===== src/rtl/mem_arb_pkg.sv =====
// Shared types and default sizing for the two-master memory bus arbiter.
package mem_arb_pkg;

  typedef enum logic {
    M0 = 1'b0,
    M1 = 1'b1
  } owner_t;

  localparam int AW_DEF       = 8;
  localparam int DW_DEF       = 8;
  localparam int MAX_HOLD_DEF = 4;
  localparam int HOLD_W       = 4;

  function automatic owner_t other_owner(input owner_t o);
    return (o == M0) ? M1 : M0;
  endfunction

endpackage


===== src/rtl/mem_bus_arbiter_rr_pick.sv =====
// Combinational round-robin winner selection with a bounded-hold limit.
module rr_pick
  import mem_arb_pkg::*;
#(
  parameter int MAX_HOLD = MAX_HOLD_DEF
) (
  input  logic [1:0]        req_i,
  input  owner_t            last_i,
  input  logic [HOLD_W-1:0] hold_cnt_i,
  input  logic              prev_granted_i,
  output logic [1:0]        gnt_o,
  output owner_t            winner_o
);

  localparam logic [HOLD_W-1:0] MAX_HOLD_L = HOLD_W'(MAX_HOLD);

  always_comb begin
    gnt_o    = 2'b00;
    winner_o = M0;
    unique case (req_i)
      2'b01: begin
        winner_o = M0;
        gnt_o    = 2'b01;
      end
      2'b10: begin
        winner_o = M1;
        gnt_o    = 2'b10;
      end
      2'b11: begin
        // Burst continues only while under the hold limit; idle restarts rotation.
        if (hold_cnt_i == MAX_HOLD_L)
          winner_o = other_owner(last_i);
        else if (prev_granted_i)
          winner_o = last_i;
        else
          winner_o = other_owner(last_i);
        gnt_o = (winner_o == M1) ? 2'b10 : 2'b01;
      end
      default: ;
    endcase
  end

endmodule


===== src/rtl/mem_bus_arbiter.sv =====
// Two-master arbiter for a single 8-bit memory port: grant registers,
// memory-side mux and the one-cycle read-valid pipeline.
module mem_bus_arbiter
  import mem_arb_pkg::*;
#(
  parameter int AW       = AW_DEF,
  parameter int DW       = DW_DEF,
  parameter int MAX_HOLD = MAX_HOLD_DEF
) (
  input  logic          clk,
  input  logic          reset,
  input  logic          m0_req,
  input  logic          m0_we,
  input  logic [AW-1:0] m0_addr,
  input  logic [DW-1:0] m0_wdata,
  output logic          m0_gnt,
  output logic          m0_rvalid,
  output logic [DW-1:0] m0_rdata,
  input  logic          m1_req,
  input  logic          m1_we,
  input  logic [AW-1:0] m1_addr,
  input  logic [DW-1:0] m1_wdata,
  output logic          m1_gnt,
  output logic          m1_rvalid,
  output logic [DW-1:0] m1_rdata,
  output logic [AW-1:0] mem_addr,
  output logic [DW-1:0] mem_wdata,
  output logic          mem_we,
  input  logic [DW-1:0] mem_rdata
);

  localparam logic [HOLD_W-1:0] MAX_HOLD_L = HOLD_W'(MAX_HOLD);
  localparam logic [HOLD_W-1:0] HOLD_ONE   = HOLD_W'(1);

  owner_t            last_q, last_d;
  logic [HOLD_W-1:0] hold_q, hold_d;
  logic [1:0]        rd_pend_q, rd_pend_d;

  logic [1:0] req;
  logic [1:0] gnt;
  owner_t     winner;
  logic       prev_granted;

  // Masking requests during reset keeps grants and mem_we low without extra gating.
  assign req          = {m1_req, m0_req} & {2{~reset}};
  assign prev_granted = (hold_q != '0);

  rr_pick #(
    .MAX_HOLD(MAX_HOLD)
  ) u_rr_pick (
    .req_i         (req),
    .last_i        (last_q),
    .hold_cnt_i    (hold_q),
    .prev_granted_i(prev_granted),
    .gnt_o         (gnt),
    .winner_o      (winner)
  );

  assign m0_gnt = gnt[0];
  assign m1_gnt = gnt[1];

  assign mem_addr  = gnt[1] ? m1_addr  : m0_addr;
  assign mem_wdata = gnt[1] ? m1_wdata : m0_wdata;
  assign mem_we    = (gnt[0] & m0_we) | (gnt[1] & m1_we);

  assign m0_rvalid = rd_pend_q[0] & ~reset;
  assign m1_rvalid = rd_pend_q[1] & ~reset;
  assign m0_rdata  = mem_rdata;
  assign m1_rdata  = mem_rdata;

  always_comb begin
    last_d    = last_q;
    hold_d    = '0;
    rd_pend_d = gnt & ~{m1_we, m0_we};
    if (gnt != 2'b00) begin
      last_d = winner;
      if ((winner == last_q) && prev_granted)
        hold_d = (hold_q >= MAX_HOLD_L) ? MAX_HOLD_L : hold_q + HOLD_ONE;
      else
        hold_d = HOLD_ONE;
    end
  end

  always_ff @(posedge clk) begin
    if (reset) begin
      last_q    <= M1;
      hold_q    <= '0;
      rd_pend_q <= 2'b00;
    end else begin
      last_q    <= last_d;
      hold_q    <= hold_d;
      rd_pend_q <= rd_pend_d;
    end
  end

endmodule


===== config.mk =====
export PLATFORM = sky130hd
export DESIGN_NAME = mem_bus_arbiter
export DESIGN_NICKNAME = d
export VERILOG_FILES = /design/src/rtl/mem_arb_pkg.sv /design/src/rtl/mem_bus_arbiter_rr_pick.sv /design/src/rtl/mem_bus_arbiter.sv
export SDC_FILE = /design/constraint.sdc
export NUM_CORES = 1
export LEC_CHECK = 0
export BUFFER_PORTS_ARGS = -buffer_cell sky130_fd_sc_hd__buf_2
export CAP_MARGIN = 10
export CORE_MARGIN = 4
export CORE_UTILIZATION = 33
export CTS_CLUSTER_DIAMETER = 60
export CTS_CLUSTER_SIZE = 30
export DETAILED_ROUTE_END_ITERATION = 8
export PLACE_DENSITY_LB_ADDON = 0.05
export SYNTH_ARGS = -nofsm -noshare
export SYNTH_HDL_FRONTEND = slang
export SYNTH_HIERARCHICAL = 1
export SYNTH_SLANG_ARGS = --single-unit
export TNS_END_PERCENT = 50

===== constraint.sdc =====
create_clock -name clk -period 2.3 [get_ports clk]
set_input_delay 0.345 -clock clk [delete_from_list [all_inputs] [get_ports clk]]
set_output_delay 0.345 -clock clk [all_outputs]
set_load 0.02 [all_outputs]

==> flow_summary.json, run 1 <==
{
  "postRouteAntennaNets": 0,
  "period_needed_ps": 2500,
  "finalCritPeriodShare_pct": 109,
  "slew_violations": 0,
  "yosysTopAreaCellShare_pct": 24.9,
  "cts_buffers": 3,
  "cp.arrival_ps": 2160,
  "grt_usage_pct": 13.5,
  "place_area_um2": 1020,
  "grt_pass1_wl_um": 2830,
  "ir_drop_mv": 0.202,
  "n_antenna_cell": 0,
  "crit_required_ps": 1960,
  "power_density_nw_per_um2": 408,
  "vias_per_cell": 4.73,
  "num-fill-cells": 203,
  "worstSkewPairLatency_ps": 260,
  "num-nets-final": 182,
  "setup_slack_ps": -203,
  "synth_top_area_cell": "mux2_2",
  "grt_max_degree": 12,
  "hp-class": "input port to flop",
  "ys_warn_count": 6,
  "hold_violations": 0,
  "dp.cells": 155,
  "row_count": 16,
  "grt_pass1_vias": 716,
  "syn_area_um2": 723,
  "synth-simple-area-share_pct": 20.9,
  "syn_nets": 127,
  "synthTopCellsByArea": "mux2_2, dfxtp_1, buf_4",
  "slowest_delay_ps": 350,
  "portBuffers": 58,
  "violations": "negative setup slack",
  "leakage_nw": 0.525,
  "fp.dieH_um": 54.8,
  "htreeDepth": 1,
  "cp_slowest_cell": "nor4b_4",
  "cts_sinks": 7,
  "synth_top_family_by_area": "multiplexers",
  "register_area_um2": 141,
  "worstSetupPathType": "flop to output port",
  "cp_top_family": "buffers and inverters",
  "setup_viol": 17,
  "drv_cap": 0,
  "grt_setup_unrepaired": "true",
  "synth_commonest_cells": "buf_4, mux2_2, dfxtp_1, inv_1, nor2b_1",
  "crit_fanout": 9,
  "routedWlPerCell_um": 11.7,
  "status": "finished, violations left",
  "synth_xor_area_share_pct": 1.21,
  "synth.distinct_cells": 27,
  "final_area_um2": 1110,
  "async_flop_share_pct": 0,
  "area_growth_pct": 52.9,
  "synth_most_common_cell": "buf_4",
  "ys.flop_type": "dfxtp_1",
  "clk_path_buf_depth": 2,
  "path_clk_slew_ps": 60,
  "ios": 83,
  "num_vias": 756,
  "syn-instance-count": 79,
  "root_buffer": "clkbuf_4",
  "worst_clock_skew_ps": 7.00,
  "final_cells": 160,
  "yosysSeqAreaShare_pct": 19.4,
  "path_buf_inv": 3,
  "drc_errors": 0,
  "endpoint_kind": "output port",
  "synth_compound_area_share_pct": 8.65,
  "multi_input_area_um2": 473,
  "fin_util_pct": 54.7,
  "dr.pass1.iters": 3,
  "post-dp-hpwl_um": 1570,
  "die_area_um2": 3000,
  "antenna_found_initial": 0,
  "synth-adder-area-share_pct": 3.46,
  "place.gp.congestion": 0.753,
  "max_freq_mhz": 399,
  "wl_um": 1870,
  "grt-ovfl-total": 0,
  "die_w_um": 54.8,
  "cp-start-kind": "flop",
  "layout-drive-gt1-share_pct": 72.2,
  "tritoncts": "done",
  "drt_iter0_drc": 6,
  "ys_ff_latch": 7,
  "start_util_pct": 35.8,
  "syn_avg_cell_area_um2": 9.15,
  "synth_edf_count": 0,
  "synth.area.mux_share_pct": 24.9,
  "cp_cell_sequence": "buf_4, nor4b_4, nor4_4, a311oi_4, buf_6, mux2_2, buf_2",
  "fp.coreArea_um2": 2020,
  "hold_ws_ps": 266
}
==> kinds of logic after synthesis <==
group	after synthesis
xor+xnor	1
other cells	1
compound gates	8
flops	7
buf+inv	23
simple gates	21
fa+ha+maj	2
mux	16
==> layout by cell type (no fill, tap or decap), types with 2 or more instances in the layout <==
cell type	instances
buf_2	53
mux2_2	16
buf_4	10
dfxtp_1	6
buf_6	5
nor2b_1	4
inv_1	4
nand2_1	3
nand3b_1	3
clkbuf_4	3
nor3b_1	2
o21ai_0	2
nand2b_1	2
ha_1	2
==> metrics by stage <==
step	TNS, ps	setup slack (ps)	power, mW
2_1_floorplan	-176	-18.1	0.289
3_3_place_gp	0	50.7	0.323
3_5_place_dp	0	34.4	0.324
4_1_cts	-3410	-215	0.449
5_1_grt	-4820	-301	0.487
6_report	-3140	-203	0.451
==> sequential cells by signal (all words and copies together), names as in the netlist <==
signal     cells
rd_pend_q      2
hold_q         4
last_q         1
==> metal layers <==
metal  GRT usage, %  part of all wire, %
met1           13.7                   35
met2           22.8                   50
met3           3.54                   11
met4           10.8                  3.3
met5              0                    0
==> path summary, 6_finish.rpt <==
kind                  start           end  slack [ps]  cells past startpoint
hold reg to reg      last_q        last_q         640                      2
setup / recovery  hold_q[1]   mem_addr[5]        -200                      7
hold / removal        m0_we  rd_pend_q[0]         270                      2
setup reg to reg  hold_q[0]     hold_q[1]         260                      9
==> power by group <==
group	switching [mW]	total [mW]	leakage (nW)	internal, mW
combinational	0.0983	0.202	0.452	0.104
sequential	0.00724	0.134	0.0580	0.127
clock	0.0487	0.115	0.0150	0.0664
==> worst reg2reg max path: cells and delay by family, from the launching register on <==
| family | cells | cell delay, ps |
|---|---|---|
| AO/OA/AOI/OAI | 1 | 200 |
| adder cells (fa/ha/maj) | 1 | 210 |
| buffers and inverters | 3 | 290 |
| flip-flops | 1 | 320 |
| AND/OR/NAND/NOR | 4 | 900 |
==> cell type report <==
type / count / area share (%)
Sequential cell: 7 / 12.8
Inverter: 4 / 1.36
Multi-Input combinational cell: 49 / 42.8
Clock buffer: 4 / 2.38
Timing Repair Buffer: 69 / 37.7
Tap cell: 27 / 3.05
==> timing repair <==
action	CTS	global route
gates resized for setup	2	11
buffers inserted	1	0
hold buffers	0	0
endpoints found under the setup margin	18	19
pin swaps	1	2
No activity file was read; power rests on OpenSTA's default activity.
==> run 2: changes to the inputs <==
--- a/config.mk
+++ b/config.mk
@@ -5,10 +5,11 @@
 export SDC_FILE = /design/constraint.sdc
 export NUM_CORES = 1
 export LEC_CHECK = 0
+export ABC_AREA = 1
 export BUFFER_PORTS_ARGS = -buffer_cell sky130_fd_sc_hd__buf_2
 export CAP_MARGIN = 10
 export CORE_MARGIN = 4
-export CORE_UTILIZATION = 33
+export CORE_UTILIZATION = 34
 export CTS_CLUSTER_DIAMETER = 60
 export CTS_CLUSTER_SIZE = 30
 export DETAILED_ROUTE_END_ITERATION = 8
==> flow_summary.json, run 2 <==
{
  "status": "finished clean",
  "wl_um": 2010,
  "worstSkewPairLatency_ps": 250,
  "drt_iter0_drc": 27,
  "ys_ff_latch": 7,
  "reg2reg_from": "hold_q[0]",
  "cts_hold_repair.buffers": 0,
  "postRouteAntennaNets": 0,
  "drv_cap": 0,
  "dr.pass1.iters": 4,
  "crit_top_cell": "nand2_1",
  "root_buffer": "clkbuf_4",
  "cp_slowest_cell": "dfxtp_2",
  "worst_clock_skew_ps": 3.70,
  "synth_most_common_cell": "nand2_1",
  "synth.distinct_cells": 21,
  "dp_slack_ps": 278,
  "post_cts_buffers": 0,
  "seq_power_share_pct": 27.6,
  "final_common_cell": "nand2_1",
  "drc_errors": 0,
  "yosysTopAreaCellShare_pct": 32.6,
  "yosysSeqAreaShare_pct": 18.4,
  "ys.flop_type": "dfxtp_1",
  "period_needed_ps": 2150,
  "fin_tns_setup_ps": 0,
  "slowest_delay_ps": 330,
  "htreeDepth": 1,
  "syn_avg_cell_area_um2": 5.68,
  "num-fill-cells": 212,
  "cts-resized-gates": 0,
  "comb_power_share_pct": 50.5,
  "row_count": 16,
  "startpoint": "hold_q[0]",
  "synth_edf_count": 0,
  "largest_registers": "hold_q: 4 flops, rd_pend_q: 2 flops, last_q: 1 flops",
  "cts_sinks": 7,
  "async_flop_share_pct": 0,
  "worstSetupPathType": "flop to output port",
  "cp.arrival_ps": 1810,
  "hold_violations": 0,
  "syn_area_um2": 761,
  "place_area_um2": 945,
  "clk_path_buf_depth": 2,
  "cp_cell_sequence": "inv_1, ha_1, nand2_2, inv_1, nand2_1, nand2_1, nand2_2, nand3_1, nand2_4, buf_6, nand2_1, nand2_1, buf_2",
  "path_clk_slew_ps": 50,
  "fp.dieH_um": 55.3,
  "setup_slack_ps": 148,
  "ios": 83,
  "p_clk_share_pct": 22.0,
  "n_antenna_cell": 0,
  "leakage_nw": 0.651,
  "post-dp-hpwl_um": 1690,
  "grt_max_degree": 18,
  "mostFrequentLayoutCells": "nand2_1, buf_2, inv_1",
  "hp-class": "input port to flop",
  "endpoint_kind": "output port",
  "vias_per_cell": 4.22,
  "p_int_mw": 0.294,
  "power_density_nw_per_um2": 486,
  "start_util_pct": 37.3,
  "syn_nets": 182,
  "num-nets-final": 228,
  "setup_viol": 0,
  "ff2ff_path_depth": 14,
  "crit_required_ps": 1960,
  "cts_buffers": 3,
  "grt_pass1_vias": 822,
  "slew_violations": 0,
  "num_vias": 869,
  "tritoncts": "done",
  "finalCritPeriodShare_pct": 93.5,
  "synth_commonest_cells": "nand2_1, buf_4, inv_1, nor2_1, dfxtp_1",
  "ir_drop_mv": 0.372,
  "cp-start-kind": "flop",
  "fp.coreArea_um2": 2040,
  "largest_register_ffs": 4,
  "ys_warn_count": 6,
  "endpoint": "mem_wdata[0]",
  "routedWlPerCell_um": 9.76,
  "area_growth_pct": 33.4,
  "grt-ovfl-total": 0,
  "place.gp.congestion": 0.765,
  "p_sw_share_pct": 40.3,
  "portBuffers": 58,
  "crit_fanout": 7,
  "synthTopCellsByArea": "nand2_1, dfxtp_1, buf_4",
  "die_area_um2": 3060,
  "power.switching_mw": 0.199,
  "r2r_end": "hold_q[1]",
  "grt_usage_pct": 13.1,
  "max_freq_mhz": 465,
  "layout-drive-gt1-share_pct": 43.0,
  "grt_pass1_wl_um": 3420,
  "reg2reg_slack_ps": 620,
  "syn-instance-count": 134,
  "die_w_um": 55.3,
  "antenna_found_initial": 0,
  "top_register": "hold_q",
  "final_area_um2": 1010,
  "synth_top_area_cell": "nand2_1"
}
==> run 2: cell types whose count changed after synthesis, moves of 2 or more <==
cell / before / now
buf_6: 0 / 2
inv_1: 4 / 12
nand2b_1: 2 / 0
nand3_1: 0 / 4
nand3b_1: 3 / 0
nand2_1: 3 / 66
inv_2: 0 / 3
a311oi_1: 2 / 0
nor2_1: 1 / 8
nor2b_1: 4 / 0
nor2_4: 0 / 2
mux2_2: 16 / 0
==> run 2: critical path: cells and delay by family, from the launching register on <==
kind                     cells  cell delay (ps)
AND/OR/NAND/NOR              8              640
buffers and inverters        4              380
flip-flops                   1              330
adder cells (fa/ha/maj)      1              190
==> run 2: metrics by stage <==
stage          hold slack (ps)  power (mW)  utilization (%)  std cells
3_5_place_dp               511       0.372             46.3        201
3_3_place_gp               520       0.368             46.3        201
5_1_grt                    280       0.535             49.7        206
2_1_floorplan              416       0.333                -        134
6_report                   278       0.493             49.7        206
4_1_cts                    269       0.483             47.5        205
==> run 2: kinds of logic after synthesis <==
group	synth area share (%)
and+or+nand+nor	47.5
buffers and inverters	27.8
DFF	18.4
AOI/OAI and AO/OA	2.47
adders and majority gates	3.29
other	0.493
==> run 2: cell type report <==
type | instances | area, um^2 | share of cell area [%]
Tap cell | 27 | 33.8 | 3.33
Sequential cell | 7 | 143 | 14.1
Timing Repair Buffer | 61 | 332 | 32.7
Inverter | 15 | 58.8 | 5.80
Multi-Input combinational cell | 92 | 422 | 41.6
Clock buffer | 4 | 26.3 | 2.59
==> run 2: how the worst min path moves through the flow <==
stage | cells after the start | slack, ps | from | to
finish | 2 | 280 | m0_we | rd_pend_q[0]
global route | 2 | 280 | m1_we | rd_pend_q[1]
CTS | 2 | 270 | m0_we | rd_pend_q[0]
detailed placement | 2 | 510 | hold_q[3] | hold_q[2]
global placement | 2 | 520 | hold_q[3] | hold_q[2]
floorplan | 1 | 420 | m1_we | rd_pend_q[1]
==> run 2: power by group through the flow <==
stage / logic [mW] / registers (mW) / clock network [mW]
finish: 0.249 / 0.136 / 0.108
global route: 0.279 / 0.137 / 0.120
CTS: 0.235 / 0.135 / 0.113
detailed placement: 0.234 / 0.138 / 0
global placement: 0.231 / 0.137 / 0
floorplan: 0.197 / 0.136 / 0
==> run 2: layer usage <==
layer	routed length (um)	global-route usage, %
met1	862	14.9
met2	949	22.8
met3	188	4.43
met4	10	3.82
met5	0	0
